[config.mk]
export PLATFORM = sky130hd
export DESIGN_NAME = mem_access_ctrl_flat
export DESIGN_NICKNAME = d
export VERILOG_FILES = /design/src/rtl/mem_access_ctrl_pkg.sv /design/src/rtl/mem_access_ctrl_if.sv /design/src/rtl/mem_access_ctrl_align.sv /design/src/rtl/mem_access_ctrl.sv /design/src/flat_wrapper.sv
export SDC_FILE = /design/constraint.sdc
export NUM_CORES = 1
export LEC_CHECK = 0
export BUFFER_PORTS_ARGS = -buffer_cell sky130_fd_sc_hd__buf_2
export CORE_MARGIN = 8
export CORE_UTILIZATION = 50
export CTS_CLUSTER_DIAMETER = 100
export DETAILED_ROUTE_END_ITERATION = 8
export GPL_TIMING_DRIVEN = 0
export MAX_ROUTING_LAYER = met4
export PLACE_DENSITY = 0.8
export SYNTH_ARGS = -nofsm -noshare
export SYNTH_HDL_FRONTEND = slang
export SYNTH_SLANG_ARGS = --single-unit
[constraint.sdc]
create_clock -name clk -period 2.1 [get_ports clk]
set_input_delay 0.42 -clock clk [delete_from_list [all_inputs] [get_ports clk]]
set_output_delay 0.42 -clock clk [all_outputs]
set_load 0.05 [all_outputs]
[src/rtl/mem_access_ctrl_pkg.sv]
// Shared memory-stage types: LC-3b memory op encoding plus op-class helpers.
package mem_access_ctrl_pkg;

  typedef enum logic [2:0] {
    MOP_NONE = 3'd0,
    MOP_LDR  = 3'd1,
    MOP_STR  = 3'd2,
    MOP_LDB  = 3'd3,
    MOP_STB  = 3'd4,
    MOP_LDI  = 3'd5,
    MOP_STI  = 3'd6
  } lc3b_mem_op;

  function automatic logic is_load_op(input lc3b_mem_op op);
    return (op == MOP_LDR) || (op == MOP_LDB) || (op == MOP_LDI);
  endfunction

  function automatic logic is_store_op(input lc3b_mem_op op);
    return (op == MOP_STR) || (op == MOP_STB) || (op == MOP_STI);
  endfunction

  function automatic logic is_indirect_op(input lc3b_mem_op op);
    return (op == MOP_LDI) || (op == MOP_STI);
  endfunction

endpackage

[src/rtl/mem_access_ctrl_if.sv]
// Execute-side request/response and data-memory port of the memory stage.
// slave = the memory-stage controller, master = its environment (execute + dmem).
interface mem_access_ctrl_if;
  import mem_access_ctrl_pkg::*;

  logic        valid_in;
  lc3b_mem_op  mem_op;
  logic [15:0] address;
  logic [15:0] store_data;
  logic [15:0] dmem_rdata;
  logic        dmem_resp;
  logic        dmem_read;
  logic        dmem_write;
  logic [15:0] dmem_address;
  logic [15:0] dmem_wdata;
  logic [1:0]  dmem_byte_en;
  logic        mem_stall;
  logic [15:0] load_data;
  logic        done;
  logic        timeout_err;

  modport slave (
    input  valid_in, mem_op, address, store_data, dmem_rdata, dmem_resp,
    output dmem_read, dmem_write, dmem_address, dmem_wdata, dmem_byte_en,
           mem_stall, load_data, done, timeout_err
  );

  modport master (
    output valid_in, mem_op, address, store_data, dmem_rdata, dmem_resp,
    input  dmem_read, dmem_write, dmem_address, dmem_wdata, dmem_byte_en,
           mem_stall, load_data, done, timeout_err
  );

endinterface

[src/rtl/mem_access_ctrl_align.sv]
// Byte-lane steering: LDB lane select + sign extend, STB replication, lane enables.
// Latency: purely combinational.
// Backpressure: none; follows the latched op/address.
module mem_access_ctrl_align
  import mem_access_ctrl_pkg::*;
(
  input  lc3b_mem_op  op,
  input  logic        addr_lsb,
  input  logic [15:0] rdata,
  input  logic [15:0] store_data,
  output logic [15:0] load_val,
  output logic [15:0] wdata,
  output logic [1:0]  byte_en
);

  logic       is_byte;
  logic [7:0] lane;

  always_comb begin
    is_byte  = (op == MOP_LDB) || (op == MOP_STB);
    lane     = addr_lsb ? rdata[15:8] : rdata[7:0];
    load_val = is_byte ? {{8{lane[7]}}, lane} : rdata;
    // Memory picks the lane via byte_en, so the byte goes out on both halves.
    wdata    = is_byte ? {2{store_data[7:0]}} : store_data;
    byte_en  = is_byte ? (addr_lsb ? 2'b10 : 2'b01) : 2'b11;
  end

endmodule

[src/rtl/mem_access_ctrl.sv]
// Memory-stage controller: runs dmem handshake (with LDI/STI pointer fetch) for execute.
// Latency: 1 cycle accept + 1 cycle per dmem access minimum, done on the following cycle.
// Backpressure: mem_stall held from accept until done; requests held until dmem_resp/watchdog.
module mem_access_ctrl
  import mem_access_ctrl_pkg::*;
#(
  parameter int TIMEOUT = 256
) (
  input logic             clk,
  input logic             rst_n,
  mem_access_ctrl_if.slave bus
);

  localparam logic [1:0] IDLE   = 2'd0;
  localparam logic [1:0] IND    = 2'd1;
  localparam logic [1:0] ACCESS = 2'd2;
  localparam logic [1:0] DONE_S = 2'd3;

  localparam int WD_W = (TIMEOUT > 0) ? $clog2(TIMEOUT + 1) : 1;

  logic [1:0]      state;
  lc3b_mem_op      op_q;
  logic [15:0]     addr_q;
  logic [15:0]     sd_q;
  logic [WD_W-1:0] wd_cnt;
  logic [15:0]     load_data_q;
  logic            tmo_q;

  logic            start;
  logic            in_ind;
  logic            in_acc;
  logic            wd_expire;
  logic [15:0]     load_val;
  logic [15:0]     wdata_al;
  logic [1:0]      byte_en_al;

  mem_access_ctrl_align u_align (
    .op         (op_q),
    .addr_lsb   (addr_q[0]),
    .rdata      (bus.dmem_rdata),
    .store_data (sd_q),
    .load_val   (load_val),
    .wdata      (wdata_al),
    .byte_en    (byte_en_al)
  );

  assign start     = (state == IDLE) && bus.valid_in && (bus.mem_op != MOP_NONE);
  assign in_ind    = (state == IND);
  assign in_acc    = (state == ACCESS);
  assign wd_expire = (TIMEOUT > 0) && (wd_cnt == WD_W'(TIMEOUT - 1));

  // Request fields come only from latched state, so they stay stable until resp.
  assign bus.dmem_read    = in_ind || (in_acc && is_load_op(op_q));
  assign bus.dmem_write   = in_acc && is_store_op(op_q);
  assign bus.dmem_address = (in_ind || in_acc) ? {addr_q[15:1], 1'b0} : 16'h0000;
  assign bus.dmem_wdata   = bus.dmem_write ? wdata_al : 16'h0000;
  assign bus.dmem_byte_en = in_ind ? 2'b11 : (in_acc ? byte_en_al : 2'b00);
  assign bus.mem_stall    = start || in_ind || in_acc;
  assign bus.load_data    = load_data_q;
  assign bus.done         = (state == DONE_S);
  assign bus.timeout_err  = (state == DONE_S) && tmo_q;

  always_ff @(posedge clk) begin
    if (!rst_n) begin
      state       <= IDLE;
      op_q        <= MOP_NONE;
      addr_q      <= 16'h0000;
      sd_q        <= 16'h0000;
      wd_cnt      <= '0;
      load_data_q <= 16'h0000;
      tmo_q       <= 1'b0;
    end else begin
      case (state)
        IDLE: begin
          if (start) begin
            op_q   <= bus.mem_op;
            addr_q <= bus.address;
            sd_q   <= bus.store_data;
            wd_cnt <= '0;
            tmo_q  <= 1'b0;
            state  <= is_indirect_op(bus.mem_op) ? IND : ACCESS;
          end
        end
        IND: begin
          if (bus.dmem_resp) begin
            addr_q <= bus.dmem_rdata;
            wd_cnt <= '0;
            state  <= ACCESS;
          end else if (wd_expire) begin
            tmo_q       <= 1'b1;
            load_data_q <= 16'h0000;
            state       <= DONE_S;
          end else begin
            wd_cnt <= wd_cnt + WD_W'(1);
          end
        end
        ACCESS: begin
          if (bus.dmem_resp) begin
            load_data_q <= is_load_op(op_q) ? load_val : 16'h0000;
            state       <= DONE_S;
          end else if (wd_expire) begin
            tmo_q       <= 1'b1;
            load_data_q <= 16'h0000;
            state       <= DONE_S;
          end else begin
            wd_cnt <= wd_cnt + WD_W'(1);
          end
        end
        default: begin
          // Same instruction is still presented here; it must not restart.
          tmo_q <= 1'b0;
          state <= IDLE;
        end
      endcase
    end
  end

endmodule

[src/flat_wrapper.sv]
// flat-port wrapper written by rule: the top's interface ports become plain ports
module mem_access_ctrl_flat import mem_access_ctrl_pkg::*;
#(
  parameter int TIMEOUT = 256
)
  (clk, rst_n, bus_valid_in, bus_mem_op, bus_address, bus_store_data, bus_dmem_rdata, bus_dmem_resp, bus_dmem_read, bus_dmem_write, bus_dmem_address, bus_dmem_wdata, bus_dmem_byte_en, bus_mem_stall, bus_load_data, bus_done, bus_timeout_err);
  mem_access_ctrl_if bus_i ();
  input logic clk;
  input logic rst_n;
  input wire logic [$bits(bus_i.valid_in)-1:0] bus_valid_in;
  input wire logic [$bits(bus_i.mem_op)-1:0] bus_mem_op;
  input wire logic [$bits(bus_i.address)-1:0] bus_address;
  input wire logic [$bits(bus_i.store_data)-1:0] bus_store_data;
  input wire logic [$bits(bus_i.dmem_rdata)-1:0] bus_dmem_rdata;
  input wire logic [$bits(bus_i.dmem_resp)-1:0] bus_dmem_resp;
  output wire logic [$bits(bus_i.dmem_read)-1:0] bus_dmem_read;
  output wire logic [$bits(bus_i.dmem_write)-1:0] bus_dmem_write;
  output wire logic [$bits(bus_i.dmem_address)-1:0] bus_dmem_address;
  output wire logic [$bits(bus_i.dmem_wdata)-1:0] bus_dmem_wdata;
  output wire logic [$bits(bus_i.dmem_byte_en)-1:0] bus_dmem_byte_en;
  output wire logic [$bits(bus_i.mem_stall)-1:0] bus_mem_stall;
  output wire logic [$bits(bus_i.load_data)-1:0] bus_load_data;
  output wire logic [$bits(bus_i.done)-1:0] bus_done;
  output wire logic [$bits(bus_i.timeout_err)-1:0] bus_timeout_err;
  assign bus_i.valid_in = bus_valid_in;
  assign bus_i.mem_op = bus_mem_op;
  assign bus_i.address = bus_address;
  assign bus_i.store_data = bus_store_data;
  assign bus_i.dmem_rdata = bus_dmem_rdata;
  assign bus_i.dmem_resp = bus_dmem_resp;
  assign bus_dmem_read = bus_i.dmem_read;
  assign bus_dmem_write = bus_i.dmem_write;
  assign bus_dmem_address = bus_i.dmem_address;
  assign bus_dmem_wdata = bus_i.dmem_wdata;
  assign bus_dmem_byte_en = bus_i.dmem_byte_en;
  assign bus_mem_stall = bus_i.mem_stall;
  assign bus_load_data = bus_i.load_data;
  assign bus_done = bus_i.done;
  assign bus_timeout_err = bus_i.timeout_err;
  mem_access_ctrl #(.TIMEOUT(TIMEOUT)) u_core (.clk(clk), .rst_n(rst_n), .bus(bus_i));
endmodule
; After elaboration in Yosys (flattened, before gate mapping)
; Cells that the tools add are included.
; W data, S select, Z words.
[op_classes]
muxes = 32
reduce_logical = 26
eq_ne = 18
add_sub_neg = 1
[op_table]
columns = cell, n
row1 = $mux W16, 10
row2 = $pmux W16 S2, 2
row3 = $mux W9, 4
row4 = $pmux W9 S3, 1
row5 = $mux W2, 9
row6 = $eq A3 B3 Y1 const B, 5
row7 = $logic_or A1 B1 Y1, 10
row8 = $add A9 B1 Y9 const B, 1
row9 = $eq A9 B8 Y1 const B, 1
row10 = $reduce_and A3 Y1, 3
row11 = $mux W8, 1
row12 = $ne A2 B2 Y1 const B, 4
row13 = $eq A3 B2 Y1 const B, 2
row14 = $pmux W2 S3, 1
row15 = $reduce_bool A3 Y1, 2
row16 = $logic_and A1 B1 Y1, 5
row17 = $eq A2 B2 Y1 const B, 2
row18 = $ne A2 B1 Y1 const B, 2
row19 = $reduce_and A2 Y1, 2
row20 = $reduce_bool A2 Y1, 2
row21 = $eq A3 B1 Y1 const B, 1
row22 = $mux W1, 3
row23 = $eq A2 B1 Y1 const B, 1
row24 = $logic_not A2 Y1, 1
row25 = other kinds (2), 2
[totals]
word_cells = 84
regBits = 63
inputBits = 55

; Logic depth before layout (Yosys ltp)
[depth]
word_depth = 6
ltp_mapped = 8
ltp_nobuf = 6

; By module
; A second synthesis with hierarchy kept.
[hier_totals]
cells_unflattened = 382
area_unflattened_um2 = 3444.6
[by_module_without_submodules]
columns = mod, seq_area_each_um2, cells_per_inst, area_each_um2, instances
row1 = mem_access_ctrl, 1261.2, 340, 2982.9, 1
row2 = mem_access_ctrl_align, 0.0, 42, 461.7, 1

; Worst setup path before layout
; Ideal clock, no wire load.
[synth_timing]
kind = register to output
start = register u_core.state[0]
end = output port bus_dmem_wdata[0]
path_buffers = 1
path_stages_with_launch = 7
setup_slack_ns = -0.224
t_arrival_ns = 1.904
path_cell_list = dfxtp_1 > inv_1 > ha_1 > buf_4 > o211ai_1 > inv_1 > and2_1
[synth_between]
elab_chain_len = 3
[synth_rtl]
columns = element, line_no
row1 = "start, declared", mem_access_ctrl.sv:21  ; logic [1:0] state;
row2 = "start signal, assigned", mem_access_ctrl.sv:81  ; state <= is_indirect_op(bus.mem_op) ? IND : ACCESS;
row3 = $eq A2 B2 Y1, mem_access_ctrl.sv:49  ; assign in_acc = (state == ACCESS);
row4 = $logic_and A1 B1 Y1, mem_access_ctrl.sv:54  ; assign bus.dmem_write = in_acc && is_store_op(op_q);
row5 = named net bus_dmem_write, flat_wrapper.sv:17  ; output wire logic [$bits(bus_i.dmem_write)-1:0] bus_dmem_write;
row6 = $mux W16, mem_access_ctrl.sv:56  ; assign bus.dmem_wdata = bus.dmem_write ? wdata_al : 16'h0000;
row7 = "end, declared", flat_wrapper.sv:19  ; output wire logic [$bits(bus_i.dmem_wdata)-1:0] bus_dmem_wdata;
; The timed path passes the listed nets, and every way through them passes these cells.

; Final worst setup path
[layout_timing]
start = register u_core.op_q[0]
end = output port bus_dmem_wdata[14]
[layout_between]
elab_chain_len = 5
[layout_rtl]
columns = element, line_no
row1 = "start, declared", mem_access_ctrl.sv:22  ; lc3b_mem_op op_q;
row2 = "start signal, assigned", mem_access_ctrl.sv:76  ; op_q <= bus.mem_op;
row3 = $eq A3 B2 Y1 or $eq A3 B3 Y1 (tied branches), "mem_access_ctrl_pkg.sv:19, mem_access_ctrl_align.sv:20"
row4 = $logic_or A1 B1 Y1 (2 in series), mem_access_ctrl_pkg.sv:19  ; return (op == MOP_STR) || (op == MOP_STB) || (op == MOP_STI);
row5 = $logic_and A1 B1 Y1, mem_access_ctrl.sv:54
row6 = $mux W16 (*), mem_access_ctrl.sv:56
; Every way passes the cells marked *; elsewhere a longest branch is shown, timed or not.

==> flow_summary.yaml <==
timing:
  period_share_pct: 106
  slew-limit-headroom_pct: 50.1
  max_clock_freq_mhz: 450
  tightest_slew_ps: 748
  final-setup-viol-count: 11
  skew_ps: 11.3
  drv_slew: 0
  hold_viol: 0
  period_needed_ps: 2220
  setup_ws_ps: -124
  rsz0062_at_grt: "yes"
  setup_tns_ps: -566
power:
  irDropWorstVdd_v: 0.000551
  pwr-share-comb_pct: 42.9
  power_frac_seq_pct: 32.7
  clockPowerShare_pct: 24.3
  power_leakage_nw: 1.93
  power_density_nw_per_um2: 993
  sw_frac_of_total_pct: 39.0
  p_sw_w: 0.00176
  power.internal_w: 0.00276
critical_path:
  reg2reg_slack_ps: 170
  crit_start: "u_core.op_q[0]$_SDFFE_PN0P_"
  crit_type: "flip-flop to primary output"
  reg2reg_depth: 6
  crit_chain: "and3b_2 -> or2_4 -> buf_6 -> buf_6 -> mux2i_1 -> nor2_2 -> buf_6"
  r2r-start: "u_core.wd_cnt[0]$_SDFFE_PN0P_"
  r2r-end: "u_core.bus.load_data[6]$_SDFFE_PN0P_"
  crit_cells: 7
  cpMaxStageDelayCell: "dfxtp_4"
  cp_top_family: "simple AND/OR/NAND/NOR gates"
  path_common_cell: "buf_6"
  endpoint_kind: "primary output"
  crit_end: "bus_dmem_wdata[14]"
  worst-path-buf-inv: 3
  cp.required_ps: 1680
  start_kind: "flip-flop"
  crit_path_max_incr_delay_ps: 360
  arrival_ps: 1800
  worst-path-max-fanout: 5
yosys:
  netlist_instances: 374
  synth_flop_cell: "dfxtp_1"
  syn_nets: 435
  synthAdderAreaFrac_pct: 2.33
  ys_ff_latch: 63
  synth_top_family_by_area: "compound AO/OA/AOI/OAI gates"
  yosysUniqueCellTypes: 51
  netlist_area_um2: 3220
  synth.top_cell.area_share_pct: 39.2
  yosys.area_share.simple_pct: 20.2
  synth_area_leaders: "dfxtp_1 39%, mux2i_1 10%, nand2_1 5.4%"
  synth_compound_area_share_pct: 22.5
  seq_area_frac_synth_pct: 39.2
  async_flop_share_pct: 0
  synth_edf_count: 0
  synth_mux_area_share_pct: 10.3
  syn_area_per_cell_um2: 8.60
  synth_top_cell_by_area: "dfxtp_1"
  ys_warn_count: 0
  synthXorXnorAreaFrac_pct: 0.272
routing:
  routedWlPerCell_um: 17.0
  drtAntennaViolNets: 0
  viasPerCell: 5.56
  via_count: 3294
  drt-initial-drc-count: 251
  drc: 0
  routed_wl_um: 10100
  firstDrtPassIters: 4
clock_tree:
  htree_levels: 3
  numCtsBuffers: 9
  numClockSinks: 63
  path_clk_slew_ps: 70
  clkLatencyLatePin_ps: 340
  cts_buffer_depth: 2
  root_buffer: "clkbuf_8"
  cts_tree: "built"
global_route:
  antenna_found_initial: 0
  overflow: 0
  grt_usage_pct: 22.1
  grt_max_degree: 12
  grt_pass1_wl_um: 15700
  grt_pass1_vias: 3260
placement:
  postPlaceCellArea_um2: 3860
  dp_hpwl_um: 7060
  routabilityCongestion: 0.913
  port-buffer-count: 108
floorplanning:
  top_level_ports: 110
  core_um2: 6280
  die-area_um2: 9250
  initial_core_util_pct: 51.2
  rows: 29
  dieHeight_um: 96.2
  dieWidth_um: 96.2
finish:
  fin_util_pct: 72.6
  nNetsFinal: 571
  diodes: 0
  fin_area_um2: 4550
  drive_gt1_share_pct: 37.1
  n_fill_cell: 468
  syn_to_final_growth_pct: 41.6
status:
  outcome: "complete, but fails checks"
  violations: "negative setup slack"
job:
  cap_violations: 0
worst_hold_path:
  min_from: "bus_store_data[4]"
  hold_class: "input pin to flip-flop"
==> area by class of cell <==
type | instances | area (um^2) | share of cell area, %
buffer | 23 | 149 | 3.27
clock buffer | 11 | 151 | 3.32
timing repair buffer | 127 | 883 | 19.4
inverter | 10 | 40.0 | 0.879
tap | 77 | 96.3 | 2.12
clock inverter | 5 | 56.3 | 1.24
timing repair inverter | 1 | 5.00 | 0.110
multi-input combinational | 275 | 1900 | 41.6
sequential | 63 | 1280 | 28.0
==> cells in the final DEF (no fill, tap or decap), types with 4 or more instances in the layout <==
cell / netlist / layout
o2bb2ai_1: 16 / 16
buf_2: 7 / 83
and2_1: 24 / 14
dfxtp_1: 63 / 58
buf_8: 0 / 6
a211oi_1: 20 / 20
buf_6: 0 / 25
nor2_1: 39 / 38
inv_1: 9 / 6
a21oi_1: 26 / 25
buf_4: 5 / 24
clkbuf_1: 13 / 10
mux2i_1: 33 / 33
dfxtp_4: 0 / 4
o21ai_0: 4 / 4
o2111ai_1: 5 / 5
nand4_1: 4 / 4
nand3_1: 7 / 7
nand2_1: 46 / 45
clkbuf_8: 0 / 11
and2_4: 0 / 10
==> state kept, by name, summed over array words and instances, names as in the netlist <==
name / count
u_core.addr_q: 16
u_core.bus.load_data: 16
u_core.sd_q: 16
u_core.wd_cnt: 9
u_core.op_q: 3
u_core.state: 2
u_core.tmo_q: 1
==> Yosys cell counts, drive strengths merged, types with 3 or more instances <==
master,count
o311ai,3
nand2,46
nand3,7
and2,24
nor2,39
o21ai,5
dfxtp,63
o2bb2ai,16
buf,13
inv,10
nand4,4
clkbuf,13
a31oi,3
ha,6
or2,3
a21o,3
a21oi,26
o2111ai,5
mux2i,33
a211oi,20
==> worst reg2reg max path, stage by stage (launching register included) <==
cell and delay [ps]:
dfxtp_1 390, ha_1 300, nand4_1 210, o21bai_1 350, a21oi_2 190, buf_2 230, o2bb2ai_1 140
==> routing by layer <==
| layer | track usage (%) | part of all wire, % | up-vias |
|---|---|---|---|
| met5 | - | 0 | - |
| met4 | 9.60 | 2.0 | 0 |
| li1 | - | - | 1610 |
| met3 | 3.74 | 4.7 | 20 |
| met1 | 27.4 | 45 | 1562 |
| met2 | 34.5 | 49 | 102 |
==> how the worst min path moves through the flow <==
stage                                             to  cells after the start
6_report                 u_core.sd_q[4]$_SDFFE_PN0P_                      3
5_1_grt                  u_core.sd_q[6]$_SDFFE_PN0P_                      3
4_1_cts                  u_core.sd_q[0]$_SDFFE_PN0P_                      3
3_5_place_dp   u_core.bus.load_data[10]$_SDFFE_PN0P_                      1
3_3_place_gp            u_core.sd_q[13]$_SDFFE_PN0P_                      2
2_1_floorplan           u_core.sd_q[10]$_SDFFE_PN0P_                      2
==> power groups by stage <==
stage | Clock [W] | Combinational, W | Sequential [W]
floorplan | 0 | 0.00116 | 0.00147
global placement | 0 | 0.00152 | 0.00148
detailed placement | 0 | 0.00154 | 0.00148
CTS | 0.00111 | 0.00180 | 0.00147
global route | 0.00115 | 0.00208 | 0.00150
finish | 0.00110 | 0.00194 | 0.00148
==> cell families (layout without fill, tap and decap cells) <==
| group | Yosys count | after routing |
|---|---|---|
| AND/OR/NAND/NOR | 137 | 137 |
| multiplexers | 33 | 33 |
| adder cells (fa/ha/maj) | 6 | 6 |
| AO/OA/AOI/OAI | 97 | 97 |
| XOR/XNOR | 1 | 1 |
| buffers and inverters | 36 | 177 |
| other | 1 | 1 |
| flip-flops | 63 | 63 |
==> metrics by stage <==
step,hold slack [ps],instances,setup WS [ps],total power [W]
finish,318,592,-124,0.00452
detailed placement,445,559,-280,0.00303
global placement,442,559,-216,0.00299
floorplan,436,374,-78.4,0.00263
global route,314,592,-167,0.00473
CTS,304,585,-145,0.00438
==> timing repair <==
item,4_1_cts,5_1_grt
gates cloned,2,0
pin swaps,9,7
hold buffers,0,0
buffers inserted,10,8
resized for setup,99,16
endpoints found under the setup margin,46,41
Power figures use the tool's default switching activity.
